===== src/rtl/ysyx_22050058_mem_pkg.sv =====
// Shared widths, ALU op codes and MEM-stage FSM encodings for the ysyx_22050058 core.
package ysyx_22050058_mem_pkg;

  localparam int XLEN      = 64;
  localparam int ALUOP_W   = 8;
  localparam int REG_AW    = 5;
  localparam int NUM_LANES = XLEN / 8;

  typedef logic [ALUOP_W-1:0] aluop_t;

  localparam aluop_t ALU_NOP = 8'h00;
  localparam aluop_t ALU_ADD = 8'h01;
  localparam aluop_t ALU_LB  = 8'h20;
  localparam aluop_t ALU_LH  = 8'h21;
  localparam aluop_t ALU_LW  = 8'h22;
  localparam aluop_t ALU_LD  = 8'h23;
  localparam aluop_t ALU_LBU = 8'h24;
  localparam aluop_t ALU_LHU = 8'h25;
  localparam aluop_t ALU_LWU = 8'h26;
  localparam aluop_t ALU_SB  = 8'h28;
  localparam aluop_t ALU_SH  = 8'h29;
  localparam aluop_t ALU_SW  = 8'h2A;
  localparam aluop_t ALU_SD  = 8'h2B;

  typedef enum logic [1:0] {
    ST_IDLE = 2'd0,
    ST_WAIT = 2'd1,
    ST_DONE = 2'd2
  } mem_state_e;

  typedef struct packed {
    logic                 wen;
    logic [XLEN-1:0]      addr;
    logic [XLEN-1:0]      wdata;
    logic [NUM_LANES-1:0] wmask;
  } dmem_req_t;

endpackage


===== src/rtl/ysyx_22050058_lsu_align.sv =====
// Combinational load lane select / extension and store replication / byte-mask generation.
module ysyx_22050058_lsu_align
  import ysyx_22050058_mem_pkg::*;
(
  input  aluop_t               op,
  input  logic [2:0]           off,
  input  logic [XLEN-1:0]      rdata,
  input  logic [XLEN-1:0]      sdata,
  output logic [XLEN-1:0]      ldata,
  output logic [XLEN-1:0]      wdata,
  output logic [NUM_LANES-1:0] wmask,
  output logic                 is_load,
  output logic                 is_store,
  output logic                 misaligned
);

  logic [1:0]           size;  // log2 of access bytes
  logic                 sext;
  logic [XLEN-1:0]      shifted;
  logic [NUM_LANES-1:0] base_mask;

  // Decode depends on op only, kept apart from the offset path to avoid a comb loop upstream.
  always_comb begin
    is_load  = 1'b0;
    is_store = 1'b0;
    size     = 2'd0;
    sext     = 1'b0;
    case (op)
      ALU_LB:  begin is_load  = 1'b1; size = 2'd0; sext = 1'b1; end
      ALU_LH:  begin is_load  = 1'b1; size = 2'd1; sext = 1'b1; end
      ALU_LW:  begin is_load  = 1'b1; size = 2'd2; sext = 1'b1; end
      ALU_LD:  begin is_load  = 1'b1; size = 2'd3; end
      ALU_LBU: begin is_load  = 1'b1; size = 2'd0; end
      ALU_LHU: begin is_load  = 1'b1; size = 2'd1; end
      ALU_LWU: begin is_load  = 1'b1; size = 2'd2; end
      ALU_SB:  begin is_store = 1'b1; size = 2'd0; end
      ALU_SH:  begin is_store = 1'b1; size = 2'd1; end
      ALU_SW:  begin is_store = 1'b1; size = 2'd2; end
      ALU_SD:  begin is_store = 1'b1; size = 2'd3; end
      default: ;
    endcase
  end

  assign shifted = rdata >> {off, 3'b000};

  always_comb begin
    ldata = '0;
    if (is_load) begin
      case (size)
        2'd0: ldata = sext ? {{56{shifted[7]}},  shifted[7:0]}  : {56'd0, shifted[7:0]};
        2'd1: ldata = sext ? {{48{shifted[15]}}, shifted[15:0]} : {48'd0, shifted[15:0]};
        2'd2: ldata = sext ? {{32{shifted[31]}}, shifted[31:0]} : {32'd0, shifted[31:0]};
        default: ldata = shifted;
      endcase
    end
  end

  always_comb begin
    wdata     = sdata;
    base_mask = 8'hFF;
    case (size)
      2'd0: begin wdata = {8{sdata[7:0]}};  base_mask = 8'h01; end
      2'd1: begin wdata = {4{sdata[15:0]}}; base_mask = 8'h03; end
      2'd2: begin wdata = {2{sdata[31:0]}}; base_mask = 8'h0F; end
      default: ;
    endcase
  end

  // Shifting in 8 bits drops lanes past the doubleword boundary.
  assign wmask = is_store ? (base_mask << off) : '0;

  always_comb begin
    misaligned = 1'b0;
    if (is_load || is_store) begin
      case (size)
        2'd1:    misaligned = off[0];
        2'd2:    misaligned = |off[1:0];
        2'd3:    misaligned = |off;
        default: misaligned = 1'b0;
      endcase
    end
  end

endmodule


===== src/rtl/ysyx_22050058_mem.sv =====
// MEM stage: issues one dmem request per load/store and stalls until the result is ready.
// Define YSYX_22050058_MISALIGN_CHK_EN to suppress misaligned accesses and flag them on mem_misalign_o.
module ysyx_22050058_mem
  import ysyx_22050058_mem_pkg::*;
(
  input  logic                 clk,
  input  logic                 rst_n,
  input  logic [XLEN-1:0]      mem_pc_i,
  input  logic [XLEN-1:0]      mem_dnpc_i,
  input  logic                 mem_dpicstop_i,
  input  logic                 mem_instvalid_i,
  input  logic                 mem_we_i,
  input  aluop_t               mem_aluop_i,
  input  logic [REG_AW-1:0]    mem_reg_waddr_i,
  input  logic [XLEN-1:0]      mem_wdata_i,
  input  logic [XLEN-1:0]      mem_addr_i,
  output logic                 dmem_req_o,
  output logic                 dmem_wen_o,
  output logic [XLEN-1:0]      dmem_addr_o,
  output logic [XLEN-1:0]      dmem_wdata_o,
  output logic [NUM_LANES-1:0] dmem_wmask_o,
  input  logic                 dmem_ack_i,
  input  logic [XLEN-1:0]      dmem_rdata_i,
  output logic                 mem_stall_memreq_o,
`ifdef YSYX_22050058_MISALIGN_CHK_EN
  output logic                 mem_misalign_o,
`endif
  output logic [XLEN-1:0]      mem_pc_o,
  output logic [XLEN-1:0]      mem_dnpc_o,
  output logic                 mem_dpicstop_o,
  output logic                 mem_instvalid_o,
  output logic                 mem_we_o,
  output logic [REG_AW-1:0]    mem_reg_waddr_o,
  output logic [XLEN-1:0]      mem_wdata_o
);

  mem_state_e           state;
  dmem_req_t            req_q, req_cur, req_out;
  aluop_t               op_q, op_sel;
  logic [2:0]           off_q, off_sel;
  logic [XLEN-1:0]      rdata_q, eff_addr, ldata, st_wdata;
  logic [NUM_LANES-1:0] st_wmask;
  logic                 is_load, is_store, misaligned, mem_op, idle, issue, mis_flag;

  assign idle     = (state == ST_IDLE);
  assign op_sel   = idle ? mem_aluop_i : op_q;
  assign eff_addr = is_store ? mem_addr_i : mem_wdata_i;
  assign off_sel  = idle ? eff_addr[2:0] : off_q;
  assign mem_op   = is_load | is_store;

  ysyx_22050058_lsu_align u_align (
    .op         (op_sel),
    .off        (off_sel),
    .rdata      (rdata_q),
    .sdata      (mem_wdata_i),
    .ldata      (ldata),
    .wdata      (st_wdata),
    .wmask      (st_wmask),
    .is_load    (is_load),
    .is_store   (is_store),
    .misaligned (misaligned)
  );

`ifdef YSYX_22050058_MISALIGN_CHK_EN
  assign mis_flag       = rst_n & idle & mem_instvalid_i & misaligned;
  assign mem_misalign_o = mis_flag;
`else
  assign mis_flag = 1'b0;
`endif

  assign issue = rst_n & idle & mem_instvalid_i & mem_op & ~mis_flag;

  assign req_cur = '{wen:   is_store,
                     addr:  {eff_addr[XLEN-1:3], 3'b000},
                     wdata: st_wdata,
                     wmask: st_wmask};

  // Issue cycle drives live decode; WAIT replays the captured request so it cannot drift.
  always_comb begin
    dmem_req_o = 1'b0;
    req_out    = '0;
    if (issue) begin
      dmem_req_o = 1'b1;
      req_out    = req_cur;
    end else if (rst_n && state == ST_WAIT) begin
      dmem_req_o = 1'b1;
      req_out    = req_q;
    end
  end

  assign dmem_wen_o         = req_out.wen;
  assign dmem_addr_o        = req_out.addr;
  assign dmem_wdata_o       = req_out.wdata;
  assign dmem_wmask_o       = req_out.wmask;
  assign mem_stall_memreq_o = dmem_req_o;

  always_ff @(posedge clk) begin
    if (!rst_n) begin
      state   <= ST_IDLE;
      req_q   <= '0;
      op_q    <= ALU_NOP;
      off_q   <= '0;
      rdata_q <= '0;
    end else begin
      case (state)
        ST_IDLE: if (issue) begin
          req_q <= req_cur;
          op_q  <= mem_aluop_i;
          off_q <= eff_addr[2:0];
          state <= ST_WAIT;
        end
        ST_WAIT: if (dmem_ack_i) begin
          rdata_q <= dmem_rdata_i;
          state   <= ST_DONE;
        end
        default: state <= ST_IDLE;
      endcase
    end
  end

  always_comb begin
    mem_wdata_o = mem_wdata_i;
    if (state == ST_DONE)                mem_wdata_o = ldata;
    else if (state == ST_WAIT)           mem_wdata_o = '0;
    else if (mem_instvalid_i && mem_op)  mem_wdata_o = '0;
  end

  assign mem_we_o        = mem_we_i & ~is_store & ~mis_flag;
  assign mem_pc_o        = mem_pc_i;
  assign mem_dnpc_o      = mem_dnpc_i;
  assign mem_dpicstop_o  = mem_dpicstop_i;
  assign mem_instvalid_o = mem_instvalid_i;
  assign mem_reg_waddr_o = mem_reg_waddr_i;

endmodule


===== config.mk =====
export PLATFORM = sky130hd
export DESIGN_NAME = ysyx_22050058_mem
export DESIGN_NICKNAME = d
export VERILOG_FILES = /design/src/rtl/ysyx_22050058_mem_pkg.sv /design/src/rtl/ysyx_22050058_lsu_align.sv /design/src/rtl/ysyx_22050058_mem.sv
export SDC_FILE = /design/constraint.sdc
export NUM_CORES = 1
export LEC_CHECK = 0
export BUFFER_PORTS_ARGS = -buffer_cell sky130_fd_sc_hd__buf_2
export CELL_PAD_IN_SITES_DETAIL_PLACEMENT = 0
export CELL_PAD_IN_SITES_GLOBAL_PLACEMENT = 1
export CORE_AREA = 2 2 262 264
export DETAILED_ROUTE_END_ITERATION = 16
export DIE_AREA = 0 0 264 266
export GPL_TIMING_DRIVEN = 0
export PLACE_DENSITY_LB_ADDON = 0.15
export SYNTH_ARGS = -nofsm -noshare
export SYNTH_HDL_FRONTEND = slang
export SYNTH_SLANG_ARGS = --single-unit

===== constraint.sdc =====
create_clock -name clk -period 13.05 [get_ports clk]
set_input_delay 2.61 -clock clk [delete_from_list [all_inputs] [get_ports clk]]
set_output_delay 2.61 -clock clk [all_outputs]
set_load 0.01 [all_outputs]

**Yosys cells after proc, flatten, opt, wreduce, memory -nomap -nowiden**

Index checks and enable logic that the tools add are counted.

- Flip-flop bits (word level): 211
- Input bits: 339
- Output and inout bits: 339
- Logic and storage cells: 71

- Eq/ne operators: 17
- Shifts and indexed selects: 2
- Muxes and demuxes: 25
- Bitwise operators: 6
- Reduce and logical (&&, ||, !) cells: 13

Operators with widths:

| operator | count |
|---|---|
| 64-bit 2-to-1 mux | 8 |
| 64-bit one-hot mux with 3 select lines | 2 |
| 137-bit 2-to-1 mux | 2 |
| 8-bit by 6-bit equality test with 1-bit output (second input constant) | 11 |
| 64-bit by 6-bit right shift with 64-bit output | 1 |
| 8-bit one-hot mux with 3 select lines | 1 |
| 8-bit 2-to-1 mux | 2 |
| 3-bit OR reduction | 3 |
| 8-bit by 3-bit << shifter with 8-bit output | 1 |
| 7-bit OR reduction | 1 |
| 2-bit one-hot mux with 3 select lines | 1 |
| 2-bit AND reduction | 3 |
| 1-bit 2-to-1 mux | 5 |
| 1-bit bitwise AND | 4 |
| 2-bit by 1-bit equality test with 1-bit output (second input constant) | 2 |
| 2-bit equality test (second input constant) | 2 |
| 2-bit zero test | 2 |
| 2-bit 2-to-1 mux | 2 |
| 2-bit one-hot mux with 2 select lines | 1 |
| 4-bit OR reduction | 1 |
| 3-bit 2-to-1 mux | 1 |
| 1-bit logical AND | 2 |
| 2-bit by 1-bit inequality test with 1-bit output (second input constant) | 1 |
| 2-bit inequality test (second input constant) | 1 |
| 3 further kinds | 3 |

**Longest topological paths before layout**

- Depth in word-level cells: 12
- Depth in mapped cells: 12
- Gate-level depth less buffers: 8

**By module**

Synthesis repeated with hierarchy kept, for this count alone.

- Cells, all modules: 1921
- Area total of the unflattened synthesis: 15015.7 um^2

By module, submodules not included:

| module | instances | cells each | area an instance (um^2) | sequential area each (um^2) |
|---|---|---|---|---|
| ysyx_22050058_mem | 1 | 1402 | 11512.3 | 4224.1 |
| ysyx_22050058_lsu_align | 1 | 519 | 3503.4 | 0.0 |

**Least setup slack after synthesis**

Ideal clock, no wire load.

- Path type: input port to output port
- From: input mem_aluop_i[7]
- To: output mem_wdata_o[58]
- Arrival time: 5096 ps
- Data required time: 10440 ps
- Slack: 5344 ps
- Stages: 10
- Buffers on the path: 2
- Cell sequence: or4b_1 -> buf_4 -> or3_1 -> nand2_1 -> mux2i_1 -> mux2i_1 -> mux2_2 -> a211oi_4 -> buf_6 -> o31ai_2

- Word-level cells in the longest chain between the ends: 11
- Elaborated cells between the ends (all ways): 38
- Those cells by class: eq/ne (13); shift (1); mux (15); bitwise (1); reduce/logical (8)

Ends and longest elaborated chain:

| element | line | RTL |
|---|---|---|
| start, declared | ysyx_22050058_mem.sv:13 | `input aluop_t mem_aluop_i,` |
| 8-bit 2-to-1 mux (*) | ysyx_22050058_mem.sv:46 | `assign op_sel = idle ? mem_aluop_i : op_q;` |
| 8-bit by 6-bit equality test with 1-bit output | ysyx_22050058_lsu_align.sv:28 | `case (op)` |
| 4-bit OR reduction (no source line) | -- |  |
| 1-bit 2-to-1 mux | ysyx_22050058_lsu_align.sv:28 |  |
| 64-bit 2-to-1 mux | ysyx_22050058_mem.sv:47 | `assign eff_addr = is_store ? mem_addr_i : mem_wdata_i;` |
| 3-bit 2-to-1 mux | ysyx_22050058_mem.sv:48 | `assign off_sel = idle ? eff_addr[2:0] : off_q;` |
| 64-bit by 6-bit right shift with 64-bit output | ysyx_22050058_lsu_align.sv:44 | `assign shifted = rdata >> {off, 3'b000};` |
| 64-bit 2-to-1 mux (on tied branches) | ysyx_22050058_lsu_align.sv:52, ysyx_22050058_lsu_align.sv:50, ysyx_22050058_lsu_align.sv:51 |  |
| 64-bit one-hot mux with 3 select lines | ysyx_22050058_lsu_align.sv:49 | `case (size)` |
| 64-bit 2-to-1 mux | ysyx_22050058_lsu_align.sv:48 | `if (is_load) begin` |
| 64-bit 2-to-1 mux (*) | ysyx_22050058_mem.sv:123 | `if (state == ST_DONE) mem_wdata_o = ldata;` |
| end, declared | ysyx_22050058_mem.sv:34 | `output logic [XLEN-1:0] mem_wdata_o` |

Mark *: on every way between the ends. The rest lies on a longest branch, timed or not.

**Worst setup path in the final report**

- From: input mem_aluop_i[7]
- To: output mem_wdata_o[26]

The elaborated chain is that of the path after synthesis.

==> results.sh <==
export IMPL_clk_path_buf_depth=3
export IMPL_synthAdderAreaFrac_pct=0
export IMPL_cts_root_buf="clkbuf_16"
export IMPL_gr_usage_all_layers_pct=24.0
export IMPL_fin_area_um2=19300
export IMPL_total_power_mw=1.79
export IMPL_cpMaxStageDelayCell="nor4b_1"
export IMPL_ys_seq_elements=211
export IMPL_nNetsFinal=2866
export IMPL_fmax_mhz=106
export IMPL_path_max_fanout=10
export IMPL_hold_end="req_q[1]$_SDFFE_PN0P_"
export IMPL_drv_slew=0
export IMPL_synth_top_cell_by_area="dfxtp_1"
export IMPL_synth_cell_types=69
export IMPL_reg2reg_from="state[1]$_SDFFE_PN0P_"
export IMPL_rsz0062_at_grt="false"
export IMPL_rows=96
export IMPL_syn_area_um2=14500
export IMPL_diodes=0
export IMPL_powerDensity_nw_per_um2=93.0
export IMPL_syn2layout_area_growth_pct=32.7
export IMPL_post_cts_resized=0
export IMPL_required_ns=10.44
export IMPL_synthCells=1963
export IMPL_post_dp_cell_area_um2=18300
export IMPL_synth_top_area_share_pct=29.1
export IMPL_cts_hold_buf=0
export IMPL_synthMuxAreaShare_pct=8.12
export IMPL_fin_skew_ns=0.0297
export IMPL_clock_sinks=211
export IMPL_crit_start="mem_aluop_i[7]"
export IMPL_end_kind="output pin"
export IMPL_layout_commonest_cell="buf_2"
export IMPL_dieArea_um2=70200
export IMPL_drcViolationCount=0
export IMPL_slowest_delay_ns=0.80
export IMPL_holdPathStages=2
export IMPL_multi_input_area_um2=8530
export IMPL_cts_buffers=29
export IMPL_dr_pass1_iters=8
export IMPL_p_leak_nw=9.80
export IMPL_peakVddDrop_mv=0.106
export IMPL_dp_hpwl_um=73700
export IMPL_via_per_inst=4.91
export IMPL_drt_first_iter_violations=1224
export IMPL_io_pins=678
export IMPL_setup_ws_ns=3.65
export IMPL_worstPathArrival_ns=6.79
export IMPL_synth_simple_area_share_pct=21.6
export IMPL_grt_overflow=0
export IMPL_status="finished clean"
export IMPL_worst_slew_pin_slew_ns=1.24
export IMPL_synthXorXnorAreaFrac_pct=0.120
export IMPL_final_hold_violation_count=0
export IMPL_worstSkewPairLatency_ns=0.60
export IMPL_syn_avg_cell_area_um2=7.41
export IMPL_synth_top_family_by_area="compound AO/OA/AOI/OAI gates"
export IMPL_seq_area_um2=4220
export IMPL_hp_class="register to register"
export IMPL_reg2reg_to="req_q[6]$_SDFFE_PN0P_"
export IMPL_grt_pass1_vias=16255
export IMPL_grt_max_degree=16
export IMPL_hp_start="req_q[1]$_SDFFE_PN0P_"
export IMPL_htreeDepth=1
export IMPL_setup_viol=0
export IMPL_antenna_found_initial=4
export IMPL_post_cts_buffers=0
export IMPL_synth_flop_cell="dfxtp_1"
export IMPL_final_util_pct=28.5
export IMPL_async_flop_share_pct=0
export IMPL_post_route_cells_drive_above_1_share_pct=31.2
export IMPL_wl_per_cell_um=25.9
export IMPL_synth_compound_area_share_pct=28.7
export IMPL_synth_edf_count=0
export IMPL_layout_common_cells="buf_2 (554), nand2_1 (524), dfxtp_1 (211), buf_4 (144), clkbuf_1 (140)"
export IMPL_finalWirelength_um=88900
export IMPL_drv_cap=0
export IMPL_start_util_pct=21.5
export IMPL_slew_headroom_pct=17.2
export IMPL_io_buffer_count=531
export IMPL_fillCellCount=7650
export IMPL_ys_warn_count=0
export IMPL_grt_pass1_wl_um=122000
export IMPL_startpoint_type="primary input"
export IMPL_cts_tree="built"
export IMPL_crit_chain="buf_2 -> nor4b_1 -> nand2_1 -> a31oi_1 -> clkbuf_1 -> clkbuf_1 -> nand2_1 -> a31oi_1 -> o221ai_1 -> buf_2"
export IMPL_post_place_ws_ns=3.77
export IMPL_coreArea_um2=67700
export IMPL_postRouteAntennaNets=0
export IMPL_period_needed_ns=9.40
export IMPL_die_y_um=266
export IMPL_worstSetupPathType="primary input to output pin"
export IMPL_gp_congestion=0.923
export IMPL_synth_area_leaders="dfxtp_1 (29%), nand2_1 (14%), mux2i_1 (7.5%)"
export IMPL_seq_area_frac_synth_pct=29.1
export IMPL_vias=16835
export IMPL_die_x_um=264
export IMPL_reg2reg_setup_slack_ns=8.91
export IMPL_worstRegToRegCells=11
export IMPL_clk_pin_slew_worst_paths_ns=0.06
export IMPL_fin_crit_sh_pct=72.0
export IMPL_setup_tns_ns=0
[routing by layer]
| metal | part of all wire [%] | up-vias | GRT usage (%) |
|---|---|---|---|
| met5 | 0.049 | - | 0 |
| met4 | 3.0 | 6 | 6.45 |
| met3 | 5.7 | 112 | 4.15 |
| met2 | 49 | 657 | 42.2 |
| met1 | 42 | 8203 | 30.2 |
| li1 | - | 7857 | - |
[flip-flops by register name (all words and copies together) (netlist names)]
name,flops
rdata_q,64
state,2
op_q,8
req_q,134
off_q,3
[Yosys cell counts, types with 3 or more instances]
master	count
o21ai_2	15
nand3_1	45
a31oi_1	13
buf_1	11
o31ai_2	5
nor2b_1	17
mux2i_1	109
o21ai_0	136
buf_6	3
a22oi_1	9
clkbuf_1	136
inv_1	3
a211oi_1	7
o31ai_1	12
a21o_1	33
nor4b_1	4
o211a_1	79
o221ai_1	10
nor3_1	3
dfxtp_1	211
buf_2	23
o2bb2ai_1	5
nor3b_1	19
and2_1	13
o211ai_1	11
a22o_1	36
nand2_1	524
buf_4	144
a21boi_0	83
nor2_1	82
and3_1	9
mux2_2	8
a21oi_1	76
a221o_1	14
a221oi_1	8
a222oi_1	5
[how the worst max path moves through the flow]
| stage | depth (start not counted) | slack (ns) | end |
|---|---|---|---|
| finish | 10 | 3.65 | mem_wdata_o[26] |
| global route | 10 | 3.55 | mem_wdata_o[25] |
| CTS | 10 | 3.76 | mem_wdata_o[25] |
| detailed placement | 10 | 3.77 | mem_wdata_o[25] |
| global placement | 10 | 3.74 | mem_wdata_o[25] |
| floorplan | 10 | 5.34 | mem_wdata_o[58] |
[cell families after synthesis]
group,Yosys count
xor+xnor,2
flops,211
buf+inv,320
mux,117
compound gates,574
other cells,1
simple gates,738
[per-stage QoR]
| stage | hold WS, ns | cells |
|---|---|---|
| floorplan | 0.440 | 1965 |
| global placement | 0.448 | 3378 |
| detailed placement | 0.457 | 3378 |
| CTS | 0.466 | 3430 |
| global route | 0.485 | 3430 |
| finish | 0.463 | 3430 |
[cell type report]
type                    count  share of cell area (%)
inverters                   3                  0.0584
repair buffers            531                    13.8
flip-flops and latches    211                    21.9
well taps                 882                    5.72
multi-input cells        1434                    44.2
clock inverters            11                   0.675
clock buffers              41                    4.41
plain buffers             317                    9.24
[where the power goes]
group / internal, mW / leakage, nW / switching (mW) / total [mW]
clock: 0.493 / 0.486 / 0.332 / 0.824
combinational: 0.120 / 7.61 / 0.194 / 0.313
sequential: 0.651 / 1.70 / 0.00451 / 0.656
[critical path: cells and delay by family]
family / cells / cell delay (ns)
compound gates: 3 / 1.67
simple gates: 3 / 1.16
buf+inv: 4 / 1.34
Note: power is estimated with default switching activity, not from simulation.
